`src/rtl/pri_write_scheduler.sv`:
```
// pri_write_scheduler: queues CPU writes to the priority mixer control registers and replays
// them only on a vblank rising edge; keeps a shadow copy of every register for readback.
module pri_write_scheduler #(
   parameter int DEPTH = 8,
   parameter int NREG  = 16
) (
   input  logic                     clk,
   input  logic                     reset_n,
   input  logic                     cs,
   input  logic                     cpu_rw,
   input  logic [3:0]               cpu_addr,
   input  logic [15:0]              cpu_din,
   input  logic [1:0]               cpu_ds_n,
   output logic [15:0]              cpu_dout,
   input  logic                     vblank,
   output logic                     mix_we,
   output logic [3:0]               mix_addr,
   output logic [7:0]               mix_data,
   output logic [$clog2(DEPTH):0]   pending,
   output logic                     overflow,
   input  logic                     overflow_clr,
   output logic                     draining
);
   localparam int AW = $clog2(DEPTH);
   localparam int PW = AW + 1;
   typedef enum logic {IDLE, DRAIN} state_t;
   state_t state, next_state;
   logic [11:0]   mem [DEPTH];
   logic [7:0]    shadow [NREG];
   logic [AW-1:0] wr_ptr, rd_ptr;
   logic [PW-1:0] drain_cnt;
   logic          vblank_q, wr_req, full, pop, push, vbl_rise;
   logic          unused;
   assign unused   = &{1'b0, cpu_din[15:8], cpu_ds_n[1]};
   assign wr_req   = cs & ~cpu_rw & ~cpu_ds_n[0];
   assign full     = pending == PW'(DEPTH);
   assign pop      = state == DRAIN;
   // a full FIFO still accepts a push when it pops on the same edge
   assign push     = wr_req & (~full | pop);
   assign vbl_rise = vblank & ~vblank_q;
   assign draining = pop;
   always_comb begin
      next_state = state;
      if (state == IDLE && vbl_rise && pending != '0)
         next_state = DRAIN;
      else if (state == DRAIN && drain_cnt == PW'(1))
         next_state = IDLE;
   end
   always_ff @(posedge clk or negedge reset_n)
      if (!reset_n) state <= IDLE;
      else          state <= next_state;
   always_ff @(posedge clk)
      if (push) mem[wr_ptr] <= {cpu_addr, cpu_din[7:0]};
   always_ff @(posedge clk or negedge reset_n) begin
      if (!reset_n) begin
         wr_ptr    <= '0;
         rd_ptr    <= '0;
         pending   <= '0;
         drain_cnt <= '0;
         vblank_q  <= 1'b0;
         mix_we    <= 1'b0;
         mix_addr  <= '0;
         mix_data  <= '0;
         overflow  <= 1'b0;
         cpu_dout  <= '0;
         for (int i = 0; i < NREG; i++) shadow[i] <= '0;
      end else begin
         vblank_q <= vblank;
         mix_we   <= pop;
         pending  <= pending + PW'(push) - PW'(pop);
         // set wins over clear
         overflow <= (wr_req & full & ~pop) | (overflow & ~overflow_clr);
         if (push) wr_ptr <= wr_ptr + AW'(1);
         if (pop) begin
            rd_ptr               <= rd_ptr + AW'(1);
            {mix_addr, mix_data} <= mem[rd_ptr];
         end
         // only entries present at the vblank edge are drained
         if (state == IDLE && vbl_rise) drain_cnt <= pending;
         else if (pop)                  drain_cnt <= drain_cnt - PW'(1);
         if (wr_req)        shadow[cpu_addr] <= cpu_din[7:0];
         if (cs & cpu_rw)   cpu_dout <= {2{shadow[cpu_addr]}};
      end
   end
endmodule

```
`config.mk`:
```
export PLATFORM = sky130hd
export DESIGN_NAME = pri_write_scheduler
export DESIGN_NICKNAME = d
export VERILOG_FILES = /design/src/rtl/pri_write_scheduler.sv
export SDC_FILE = /design/constraint.sdc
export NUM_CORES = 1
export LEC_CHECK = 0
export ABC_AREA = 1
export CORE_UTILIZATION = 43
export CTS_BUF_LIST = sky130_fd_sc_hd__clkbuf_8 sky130_fd_sc_hd__clkbuf_16
export CTS_CLUSTER_DIAMETER = 40
export DETAILED_ROUTE_END_ITERATION = 6
export PLACE_DENSITY = 0.7
export SKIP_LAST_GASP = 1
export SLEW_MARGIN = 30
export SYNTH_ARGS = -nofsm -noshare
export SYNTH_HDL_FRONTEND = slang
export SYNTH_SLANG_ARGS = --single-unit
```
`constraint.sdc`:
```
create_clock -name clk -period 2.56 [get_ports clk]
set_clock_uncertainty 0.1 [all_clocks]
set_input_delay 0.768 -clock clk [delete_from_list [all_inputs] [get_ports clk]]
set_output_delay 0.768 -clock clk [all_outputs]
set_load 0.1 [all_outputs]
```
==> flow_metrics.tcl, run 1 <==
set metrics [dict create \
    place.detailed.hpwl_um 16670 \
    design.die.area_um2 27610 \
    drt_wl_total_um 26330 \
    area_growth_pct 20.88 \
    grt_pass1_vias 8323 \
    number_of_hold_violations_in_the_final_report 0 \
    yosys_warnings 0 \
    die_x_um 166.2 \
    root_buffer "sky130_fd_sc_hd__clkbuf_16" \
    drive_gt1_share_pct 15.30 \
    synth-async-reset-ratio_pct 63.36 \
    crit_end_category "register" \
    post_cts_resize_count 0 \
    crit_path_max_incr_delay_ns 0.48 \
    max_clock_freq_ghz 0.4263 \
    port_buffers 53 \
    synthCells 1257 \
    avg_inst_size_synth_um2 9.220 \
    ys_seq_area_share_pct 60.71 \
    detailedPlace.worstSlack_ns -0.3056 \
    routed_length_on_met2_um 12570 \
    place.gp.congestion 0.8244 \
    clock_sink_count 262 \
    antenna-diode-count 0 \
    netlist_area_um2 11590 \
    power_report.internal_total_mw 9.331 \
    final.period_utilization_pct 91.64 \
    drt_pass1_iterations 7 \
    holdBufCountCts 0 \
    yosys_most_used_dff "sky130_fd_sc_hd__dfrtp_1" \
    netSwitchingFraction_pct 36.20 \
    failed_checks "DRC" \
    grt_util_all_layers_pct 19.27 \
    postSynthRegisterBits 262 \
    pin_count_of_the_biggest_net_entering_global_routing 65 \
    slew_headroom_pct 58.97 \
    layout_setup_ws_ns 0.2141 \
    reg2reg_setup_slack_ns 0.35 \
    std_cell_rows 59 \
    unrepaired_setup_endpoints_after_global_routing "false" \
    grt_antenna_before_repair 0 \
    highest-signal-layer "met4" \
    netSwitchingPower_mw 5.294 \
    post_drt_via_cell_ratio 5.126 \
    htreeDepth 2 \
    cell_chain_of_the_critical_path "clkdlybuf4s50_1 -> inv_1 -> nor3_4 -> nand2_1 -> buf_4 -> or2_2 -> nor2_1 -> buf_4" \
    dieHeight_um 166.2 \
    finalWorstPathRequiredPeriod_ns 2.346 \
    timing_worst_slew_pin_value_ns 0.6148 \
    timing_max_transition_violations_final 0 \
    cap_viol_max_count 0 \
    starting_density_of_the_core_pct 44.10 \
    grt_pass1_wl_um 42900 \
    wl_per_cell_um 15.48 \
    fillerInstances 2284 \
    cts_tree "built" \
    vias 8719 \
    min_path_type "in2async" \
    detailedRoute.firstIterationViolations 705 \
    met3WireLength_um 1213 \
    ant_nets 0 \
    setup_viol 0 \
    grt_overflow_total 0 \
    pwr-share-seq_pct 36.5 \
    setup.worst_path.start_class "input port" \
    timing.critical_path.fanout_max 7 \
    power.share.clock_pct 34.8 \
    vdd_drop_max_mv 0.4751 \
    numCtsBuffers 37 \
    worst-setup-path-type "in2reg" \
    sum_of_negative_setup_slack_ns 0 \
    timing.critical_path.slowest_stage_cell "sky130_fd_sc_hd__clkdlybuf4s50_1" \
    worst-endpoint-arrival_ns 2.46 \
    synth_edf_count 96 \
    cts_max_path_buffers 3 \
    pin_count 63 \
    clk_pin_slew_worst_paths_ns 0.06 \
    drt-met1-wl_um 12010 \
    finalNetCount 1376 \
    leakage_component_of_the_power_nw 6.454 \
    synthesis.nets 1295 \
    outcome "finished, violations left" \
    pwr-share-comb_pct 28.7 \
    insertion_delay_ns 0.52 \
    cts_setup_buffers 0 \
    required_ns 2.68 \
    post-route-drc-count 6 \
    placeableCoreArea_um2 26280 \
    synth.distinct_cells 31 \
    power_per_cell_area_nw_per_um2 1044 \
    cpMostUsedCell "sky130_fd_sc_hd__buf_4" \
]
metal layers:
metal | track usage (%) | vias up
met3 | 2.836 | 43
li1 | - | 4303
met2 | 31.77 | 218
met1 | 26.43 | 4155
met4 | 5.689 | 0
met5 | 0 | -
worst max-delay path, delay by kind of cell:
kind / cells / cell delay, ns
buffers and inverters: 4 / 0.89
AND/OR/NAND/NOR: 4 / 0.80
state kept, by name (all words and copies together), names as in the netlist:
signal and cells:
mix_data 8, draining 1, mix_we 1, rd_ptr 3
overflow 1, shadow 128, vblank_q 1, pending 4
mix_addr 4, drain_cnt 4, cpu_dout 8, mem 96
wr_ptr 3
synth_stat cells, types with 2 or more instances:
library cell               instances  area (um^2)
sky130_fd_sc_hd__nor2_1           36        135.1
sky130_fd_sc_hd__nand2_2           7        43.79
sky130_fd_sc_hd__buf_4             9        67.56
sky130_fd_sc_hd__xnor2_1           3        26.28
sky130_fd_sc_hd__ha_1              9        112.6
sky130_fd_sc_hd__o21ai_0          93        465.5
sky130_fd_sc_hd__o21ai_1          44        220.2
sky130_fd_sc_hd__inv_2             2        7.510
sky130_fd_sc_hd__a21oi_1          27        135.1
sky130_fd_sc_hd__buf_1             9        33.78
sky130_fd_sc_hd__edfxtp_1         96         2883
sky130_fd_sc_hd__o21ai_2          17        148.9
sky130_fd_sc_hd__clkbuf_1         49        183.9
sky130_fd_sc_hd__or2_2             2        12.51
sky130_fd_sc_hd__buf_6             4        45.04
sky130_fd_sc_hd__nand4_1          16        100.1
sky130_fd_sc_hd__o221ai_1          4        35.03
sky130_fd_sc_hd__xor2_1            3        26.28
sky130_fd_sc_hd__o211ai_1         24        180.2
sky130_fd_sc_hd__nand2_1         457         1715
sky130_fd_sc_hd__nand3_1          80        400.4
sky130_fd_sc_hd__buf_2            11        55.05
sky130_fd_sc_hd__dfrtp_1         166         4154
sky130_fd_sc_hd__inv_1            80        300.3
sky130_fd_sc_hd__nor3_4            3        48.80
power by group through the flow:
stage / clock [mW] / sequential (mW) / combinational [mW]
after floorplan: 0 / 6.45 / 2.05
after global placement: 0 / 5.38 / 4.12
after detailed placement: 0 / 5.40 / 4.22
after CTS: 5.18 / 5.34 / 4.24
after global routing: 5.37 / 5.41 / 4.59
final: 5.08 / 5.34 / 4.20
stage by stage:
stage | total power [mW] | hold WS [ns] | util, % | instance area, um^2 | cells
6_report | 14.63 | 0.09761 | 53.31 | 14010 | 1701
5_1_grt | 15.37 | 0.1226 | 53.31 | 14010 | 1701
4_1_cts | 14.76 | 0.1046 | 53.31 | 14010 | 1701
3_5_place_dp | 9.623 | 0.3664 | 48.50 | 12750 | 1634
3_3_place_gp | 9.505 | 0.3633 | 48.50 | 12750 | 1634
2_1_floorplan | 8.503 | 0.3534 | - | 11590 | 1257
placed cells by master, fill, tap and decap left out, drive strengths merged:
cell | Yosys | routed
a21oi | 27 | 27
a31oi | 1 | 1
buf | 33 | 109
bufinv | 0 | 3
clkbuf | 49 | 43
clkdlybuf4s50 | 0 | 15
clkinv | 1 | 9
clkinvlp | 0 | 2
dfrtp | 166 | 166
edfxtp | 96 | 96
fa | 1 | 1
ha | 9 | 9
inv | 83 | 94
nand2 | 465 | 465
nand3 | 80 | 80
nand4 | 16 | 16
nor2 | 36 | 36
nor3 | 3 | 3
o211ai | 24 | 24
o21ai | 154 | 154
o221ai | 4 | 4
o22ai | 1 | 1
or2 | 2 | 2
xnor2 | 3 | 3
xor2 | 3 | 3
area by class of cell:
class,count,area [um^2],area share (%)
Clock buffer,43,1008,7.198
Sequential cell,262,7042,50.26
Tap cell,335,419.2,2.992
Timing Repair Buffer,124,1117,7.975
Multi-Input combinational cell,829,3850,27.48
Clock inverter,24,255.2,1.822
Inverter,84,317.8,2.268
cell families (layout without fill, tap and decap cells):
group	after synthesis	in the layout	synth area share [%]
AO/OA/AOI/OAI	211	211	10.33
XOR/XNOR	6	6	0.4535
adder cells (fa/ha/maj)	10	10	1.144
buffers and inverters	166	275	6.067
flip-flops	262	262	60.71
AND/OR/NAND/NOR	602	602	21.29
path summary, 6_finish.rpt:
check | startpoint | end | depth (start not counted)
setup / recovery | cs | mem[0][10] | 8
hold / removal | reset_n | shadow[86] | 1
setup reg to reg | pending[2] | mem[0][10] | 8
hold reg to reg | mix_data[6] | mix_data[6] | 2
max in group asynchronous | reset_n | shadow[34] | 2
min in group clk | mix_data[6] | mix_data[6] | 2
Note: power is estimated with default switching activity, not from simulation.
==> inputs of run 2 (changes only) <==
CAP_MARGIN = 20   (was unset)
==> results of run 2 <==
Final layout, timing and power as in run 1 (identical DEF).
